[src/rtl/mul4_seq_if.sv]
// Operand/result bundle for the sequential 4x4 multiplier.
// master drives operands and start; slave returns busy, done and the product.
interface mul4_seq_if;
    logic       start;
    logic [3:0] a;
    logic [3:0] b;
    logic       busy;
    logic       done;
    logic [7:0] product;

    modport master (
        output start, a, b,
        input  busy, done, product
    );

    modport slave (
        input  start, a, b,
        output busy, done, product
    );
endinterface

[src/rtl/mul4_seq.sv]
// Sequential 4x4 unsigned shift-and-add multiplier: 4 cycles from start acceptance to done pulse.
// No backpressure: start is sampled only in IDLE; a new start may be accepted in the done cycle.

module fa4 (
    input  logic [3:0] a,
    input  logic [3:0] b,
    input  logic       cin,
    output logic [3:0] sum,
    output logic       cout
);
    logic [4:0] carry;

    assign carry[0] = cin;

    for (genvar i = 0; i < 4; i++) begin : g_bit
        assign sum[i]     = a[i] ^ b[i] ^ carry[i];
        assign carry[i+1] = (a[i] & b[i]) | (carry[i] & (a[i] ^ b[i]));
    end

    assign cout = carry[4];
endmodule

module mul4_seq (
    input  logic       clk,
    input  logic       rst_n,
    mul4_seq_if.slave  bus
);
    typedef enum logic {
        IDLE = 1'b0,
        RUN  = 1'b1
    } state_t;

    state_t     state;
    logic [3:0] m;
    logic [3:0] acc;
    logic [3:0] q;
    logic [1:0] cnt;
    logic       busy_q;
    logic       done_q;
    logic [7:0] product_q;

    logic [3:0] addend;
    logic [3:0] sum;
    logic       cout;

    // Add the multiplicand only when the current multiplier LSB is set.
    assign addend = q[0] ? m : 4'b0000;

    fa4 u_fa4 (
        .a    (acc),
        .b    (addend),
        .cin  (1'b0),
        .sum  (sum),
        .cout (cout)
    );

    always_ff @(posedge clk or negedge rst_n) begin
        if (!rst_n) begin
            state     <= IDLE;
            m         <= 4'h0;
            acc       <= 4'h0;
            q         <= 4'h0;
            cnt       <= 2'd0;
            busy_q    <= 1'b0;
            done_q    <= 1'b0;
            product_q <= 8'h00;
        end else begin
            done_q <= 1'b0;
            case (state)
                IDLE: begin
                    if (bus.start) begin
                        m      <= bus.a;
                        q      <= bus.b;
                        acc    <= 4'h0;
                        cnt    <= 2'd0;
                        busy_q <= 1'b1;
                        state  <= RUN;
                    end
                end
                RUN: begin
                    // {acc, q} <= {cout, sum, q} >> 1; q[0] is consumed and dropped.
                    acc <= {cout, sum[3:1]};
                    q   <= {sum[0], q[3:1]};
                    cnt <= cnt + 2'd1;
                    if (cnt == 2'd3) begin
                        product_q <= {cout, sum, q[3:1]};
                        done_q    <= 1'b1;
                        busy_q    <= 1'b0;
                        state     <= IDLE;
                    end
                end
                default: begin
                    state <= IDLE;
                end
            endcase
        end
    end

    assign bus.busy    = busy_q;
    assign bus.done    = done_q;
    assign bus.product = product_q;
endmodule

[src/flat_wrapper.sv]
// flat-port wrapper written by rule: the top's interface ports become plain ports
module mul4_seq_flat 
  (clk, rst_n, bus_start, bus_a, bus_b, bus_busy, bus_done, bus_product);
  mul4_seq_if bus_i ();
  input  logic clk;
  input  logic rst_n;
  input wire logic [$bits(bus_i.start)-1:0] bus_start;
  input wire logic [$bits(bus_i.a)-1:0] bus_a;
  input wire logic [$bits(bus_i.b)-1:0] bus_b;
  output wire logic [$bits(bus_i.busy)-1:0] bus_busy;
  output wire logic [$bits(bus_i.done)-1:0] bus_done;
  output wire logic [$bits(bus_i.product)-1:0] bus_product;
  assign bus_i.start = bus_start;
  assign bus_i.a = bus_a;
  assign bus_i.b = bus_b;
  assign bus_busy = bus_i.busy;
  assign bus_done = bus_i.done;
  assign bus_product = bus_i.product;
  mul4_seq u_core (.clk(clk), .rst_n(rst_n), .bus(bus_i));
endmodule
[config.mk]
export PLATFORM = sky130hd
export DESIGN_NAME = mul4_seq_flat
export DESIGN_NICKNAME = d
export VERILOG_FILES = /design/src/rtl/mul4_seq_if.sv /design/src/rtl/mul4_seq.sv /design/src/flat_wrapper.sv
export SDC_FILE = /design/constraint.sdc
export NUM_CORES = 1
export LEC_CHECK = 0
export ABC_AREA = 1
export BUFFER_PORTS_ARGS = -buffer_cell sky130_fd_sc_hd__buf_2
export CORE_ASPECT_RATIO = 2
export CORE_UTILIZATION = 25
export CTS_CLUSTER_DIAMETER = 150
export DETAILED_ROUTE_END_ITERATION = 10
export MAX_ROUTING_LAYER = met4
export PLACE_DENSITY_LB_ADDON = 0.25
export SLEW_MARGIN = 10
export SYNTH_ARGS = -nofsm -noshare
export SYNTH_HDL_FRONTEND = slang
export SYNTH_SLANG_ARGS = --single-unit
[constraint.sdc]
create_clock -name clk -period 2.85 [get_ports clk]
set_input_delay 0.1425 -clock clk [delete_from_list [all_inputs] [get_ports clk]]
set_output_delay 0.1425 -clock clk [all_outputs]
set_load 0.03 [all_outputs]
# ---- After elaboration in Yosys (flattened, before gate mapping)
# Cells that the tools add are included.
dict set report totals {
  regBits 25
  input_bits 11
  output_inout_bits 10
  wordCells 48
}
dict set report op_classes {
  n_addsub 1
  n_eq_ne 3
  muxes 15
  n_bitwise 18
  n_reduce_logical 3
}
# cell n
set ops {}
lappend ops {{case mux 4 bit (2 select lines)} 2}
lappend ops {{2-to-1 mux 4 bit} 3}
lappend ops {{AND 1 bit} 7}
lappend ops {{XOR 1 bit} 7}
lappend ops {{2-to-1 mux 1 bit} 6}
lappend ops {{AND reduction 2 bit} 3}
lappend ops {{!= test 2 bit (second input constant)} 2}
lappend ops {{case mux 1 bit (2 select lines)} 2}
lappend ops {{case mux 2 bit (2 select lines)} 1}
lappend ops {{OR 1 bit} 3}
lappend ops {{adder 2 x 1 -> 2 bit (second input constant)} 1}
lappend ops {{equality test 2 bit (second input constant)} 1}
lappend ops {{2-to-1 mux 2 bit} 1}
lappend ops {{NOT 1 bit} 1}

# ---- Depth between registers and ports, before layout
dict set report depth {
  depth_word 9
  depth_mapped 10
  depth_no_buf 10
}

# ---- Modules after synthesis
# A second synthesis with hierarchy kept.
dict set report hier_totals {
  cells_unflattened 129
  hier_area_um2 1157.4
}
# mod instances cells_each area_each_um2 seq_area_each_um2
set by_module_without_submodules {}
lappend by_module_without_submodules {mul4_seq 1 115 1039.7 625.6}
lappend by_module_without_submodules {fa4 1 14 117.6 0.0}

# ---- Least setup slack after synthesis
# No wires, ideal clock.
dict set report synth_timing {
  kind {flip-flop to flip-flop}
  from {register u_core.q[0]}
  to {register u_core.acc[2]}
  setup_ps 127
  arrival_ps 1960
  t_required_ps 2723
  path_slack_ps 763
  stages_incl_launch_ff 11
  path_buffers 0
  synth_period_minus_slack_ps 2087
  cell_sequence {dfrtp_1 nand2_1 inv_1 ha_1 inv_1 fa_1 fa_1 inv_1 fa_1 inv_1 o21ai_0}
}
dict set report synth_via {
  elab_chain_len 8
  word_cells_on_any_way 13
  cone_classes {2 x mux; 11 x bitwise}
}
# element line
set synth_rtl {}
lappend synth_rtl {{start, declared} mul4_seq.sv:36} ;# logic [3:0] q;
lappend synth_rtl {{start signal, assigned} mul4_seq.sv:73} ;# q <= bus.b;
lappend synth_rtl {{start signal, assigned} mul4_seq.sv:83} ;# q <= {sum[0], q[3:1]};
lappend synth_rtl {{2-to-1 mux 4 bit *} mul4_seq.sv:47} ;# assign addend = q[0] ? m : 4'b0000;
lappend synth_rtl {{AND 1 bit / XOR 1 bit (equally long branches)} mul4_seq.sv:17} ;# assign carry[i+1] = (a[i] & b[i]) | (carry[i] & (a[i] ^ b[i]));
lappend synth_rtl {{AND 1 bit} mul4_seq.sv:17}
lappend synth_rtl {{OR 1 bit} mul4_seq.sv:17}
lappend synth_rtl {{AND 1 bit} mul4_seq.sv:17}
lappend synth_rtl {{OR 1 bit} mul4_seq.sv:17}
lappend synth_rtl {{XOR 1 bit *} mul4_seq.sv:16} ;# assign sum[i] = a[i] ^ b[i] ^ carry[i];
lappend synth_rtl {{via u_core.sum[3]} mul4_seq.sv:43} ;# logic [3:0] sum;
lappend synth_rtl {{case mux 4 bit (2 select lines) *} mul4_seq.sv:69} ;# case (state)
lappend synth_rtl {{end signal, assigned} mul4_seq.sv:82} ;# acc <= {cout, sum[3:1]};
lappend synth_rtl {{end, declared} mul4_seq.sv:35} ;# logic [3:0] acc;
# Mark *: on every way through the listed nets, which the timed path passes. The rest lies on a longest branch.
# A chain may end at the register's enable or synchronous reset.

# ---- Worst setup path in the final report
# Ends and elaborated chain as after synthesis.

==> impl_metrics.ini <==
[outcome]
status = finished clean

[logic_synthesis]
synth_top_area_cell = dfrtp_1
ys_warn_count = 0
ys_seq_elements = 25
synth_top_area_frac = 0.562
seq_area_frac_synth = 0.562
synth.cell_area_um2 = 1110
ys_types = 14
synthTopCellsByArea = dfrtp_1 (56%), nand2_1 (18%), fa_1 (5.4%)
syn-num-nets = 133
netlist_instances = 117
avgSynthCellArea_um2 = 9.51

[setup_path]
crit_path_end_kind = flip-flop
crit_fanout = 5
crit_start = u_core.q[0]
cp_slowest_cell = dfrtp_1
worstSetupStartpointType = flip-flop
arrival_ns = 2.34
required_ns = 3.00
r2r_slack_ns = 0.65
critPathKind = flip-flop to flip-flop
crit_top_cell = inv_1
r2r_start = u_core.q[0]
cp_cell_sequence = nand2_1 > inv_1 > ha_1 > inv_1 > fa_1 > fa_1 > inv_1 > fa_1 > inv_1 > o21ai_0
slowest_delay_ns = 0.41

[global_routing]
grt_pass1_wl_mm = 3.82
antenna_found_initial = 0
grt_use_total = 0.110
overflow = 0
grt_max_degree = 26
grt_pass1_vias = 821

[sta]
fin_hold_ws_ns = 0.0639
finalSetupViolCount = 0
slew_headroom = 0.635
fmax_mhz = 455
hold_violations = 0
skew_ns = 0.00553
rsz0062_at_grt = no
setup_tns_ns = 0
worst-slew-pin-transition_ns = 0.548
finalMaxSlewViolations = 0
period_minus_slack_ns = 2.20
finalCritPeriodShare = 0.770
setup_ws_ns = 0.655

[clocking]
cts_max_level = 1
clk_pin_slew_ns = 0.09
root_buffer = clkbuf_8
cts_tree = built
cts_setup_buffers = 0
cts_inserted_buffers = 3
clock-sinks = 25
insertion_delay_ns = 0.26
clk_path_buf_depth = 2

[die]
start_util = 0.259
die_y_um = 96.3
row_count = 34
core_um2 = 4300
fp.dieW_um = 49.2
num_io_pins = 21
die_area_um2 = 4740

[placement]
numPlacedInstances = 188
place_ws_ns = 0.647
io_buffer_count = 20
dp_hpwl_mm = 1.69
gp_congestion = 0.755

[layout]
layout_commonest_cell = nand2_1
finalNetCount = 156
n_antenna_cell = 0
fillers = 472
drive_above_1_share = 0.237
utilization = 0.303
area_delta_synth_final_pct = 17.1
fin_cells = 193
final_cell_mix = nand2_1 (53), dfrtp_1 (25), buf_2 (20), inv_1 (9), nand3_1 (8)

[power]
power.leakage_uw = 0.000691
peakVddDrop_mv = 0.468
power_density_nw_per_um2 = 991

[worst_hold_path]
hold_path_startpoint = bus_a[3]
min_path_type = input port to flip-flop

[detailed_routing]
drt-vias-per-instance = 4.16
wl_per_cell_um = 11.1
drc_errors = 0
vias = 802
drtPass1Iterations = 4
antenna_left = 0
routed_wl_mm = 2.15
drt_iter0_drc = 18

[run]
cap_viol_max_count = 0
registers in the layout, indices dropped and copies added (netlist names):
name                cells
u_core.bus.product      8
u_core.bus.busy         1
u_core.q                4
u_core.state            1
u_core.cnt              2
u_core.acc              4
u_core.m                4
u_core.bus.done         1
synthesized netlist by cell type, drive strengths merged:
cell type and n:
a21oi 1, inv 11, nor2 3, o21ai 7, dfrtp 25, fa 3
nand2 54, nand3 8, ha 2, buf 3
final timing paths:
check | depth (start not counted) | end
max in group asynchronous | 2 | u_core.q[3]
setup reg to reg | 10 | u_core.acc[2]
setup / recovery | 10 | u_core.acc[2]
min in group asynchronous | 2 | u_core.bus.done
hold / removal | 3 | u_core.m[3]
hold reg to reg | 2 | u_core.bus.product[2]
critical path, delay by kind of cell, from the launching register on:
kind                     cells  cell delay (ns)
adder cells (fa/ha/maj)      4             1.25
flip-flops                   1             0.41
buffers and inverters        4             0.26
AO/OA/AOI/OAI                1             0.08
AND/OR/NAND/NOR              1             0.07
cells by family after synthesis:
kind of cell    after synthesis  share of synthesized area
compound gates                8                     0.0495
fa+ha+maj                     5                     0.0765
buf+inv                      14                     0.0675
flops                        25                      0.562
simple gates                 65                      0.244
stage by stage:
stage / power (uW) / cell area [um^2]
after floorplan: 977 / 1110
after global placement: 1090 / 1250
after detailed placement: 1110 / 1250
after CTS: 1320 / 1300
after global routing: 1410 / 1300
final: 1290 / 1300
metal layers:
metal / track usage / vias to the layer above / wire (um)
li1: - / 404 / -
met1: 0.116 / 383 / 873
met2: 0.196 / 13 / 1170
met3: 0.0142 / 2 / 67
met4: 0.0588 / 0 / 36
met5: - / - / 0
area by class of cell:
| type | instances | area (um^2) | share of cell area |
|---|---|---|---|
| Multi-Input combinational cell | 78 | 412 | 0.316 |
| Clock buffer | 3 | 41.3 | 0.0317 |
| Sequential cell | 25 | 626 | 0.480 |
| Clock inverter | 1 | 5.00 | 0.00384 |
| Inverter | 11 | 41.3 | 0.0317 |
| Timing Repair Buffer | 21 | 110 | 0.0845 |
| Tap cell | 54 | 67.6 | 0.0519 |
report_power, final:
group	leakage (uW)	switching, uW	total, uW	internal, uW
Sequential	0.000320	99.7	593	493
Clock	0.0000255	106	204	97.4
Combinational	0.000346	329	493	164
timing repair:
action,4_1_cts,5_1_grt
hold endpoints to repair,25,0
endpoints found under the setup margin,0,0
gates resized for setup,0,0
hold buffers,1,0
(Power assumes the default switching activity.)
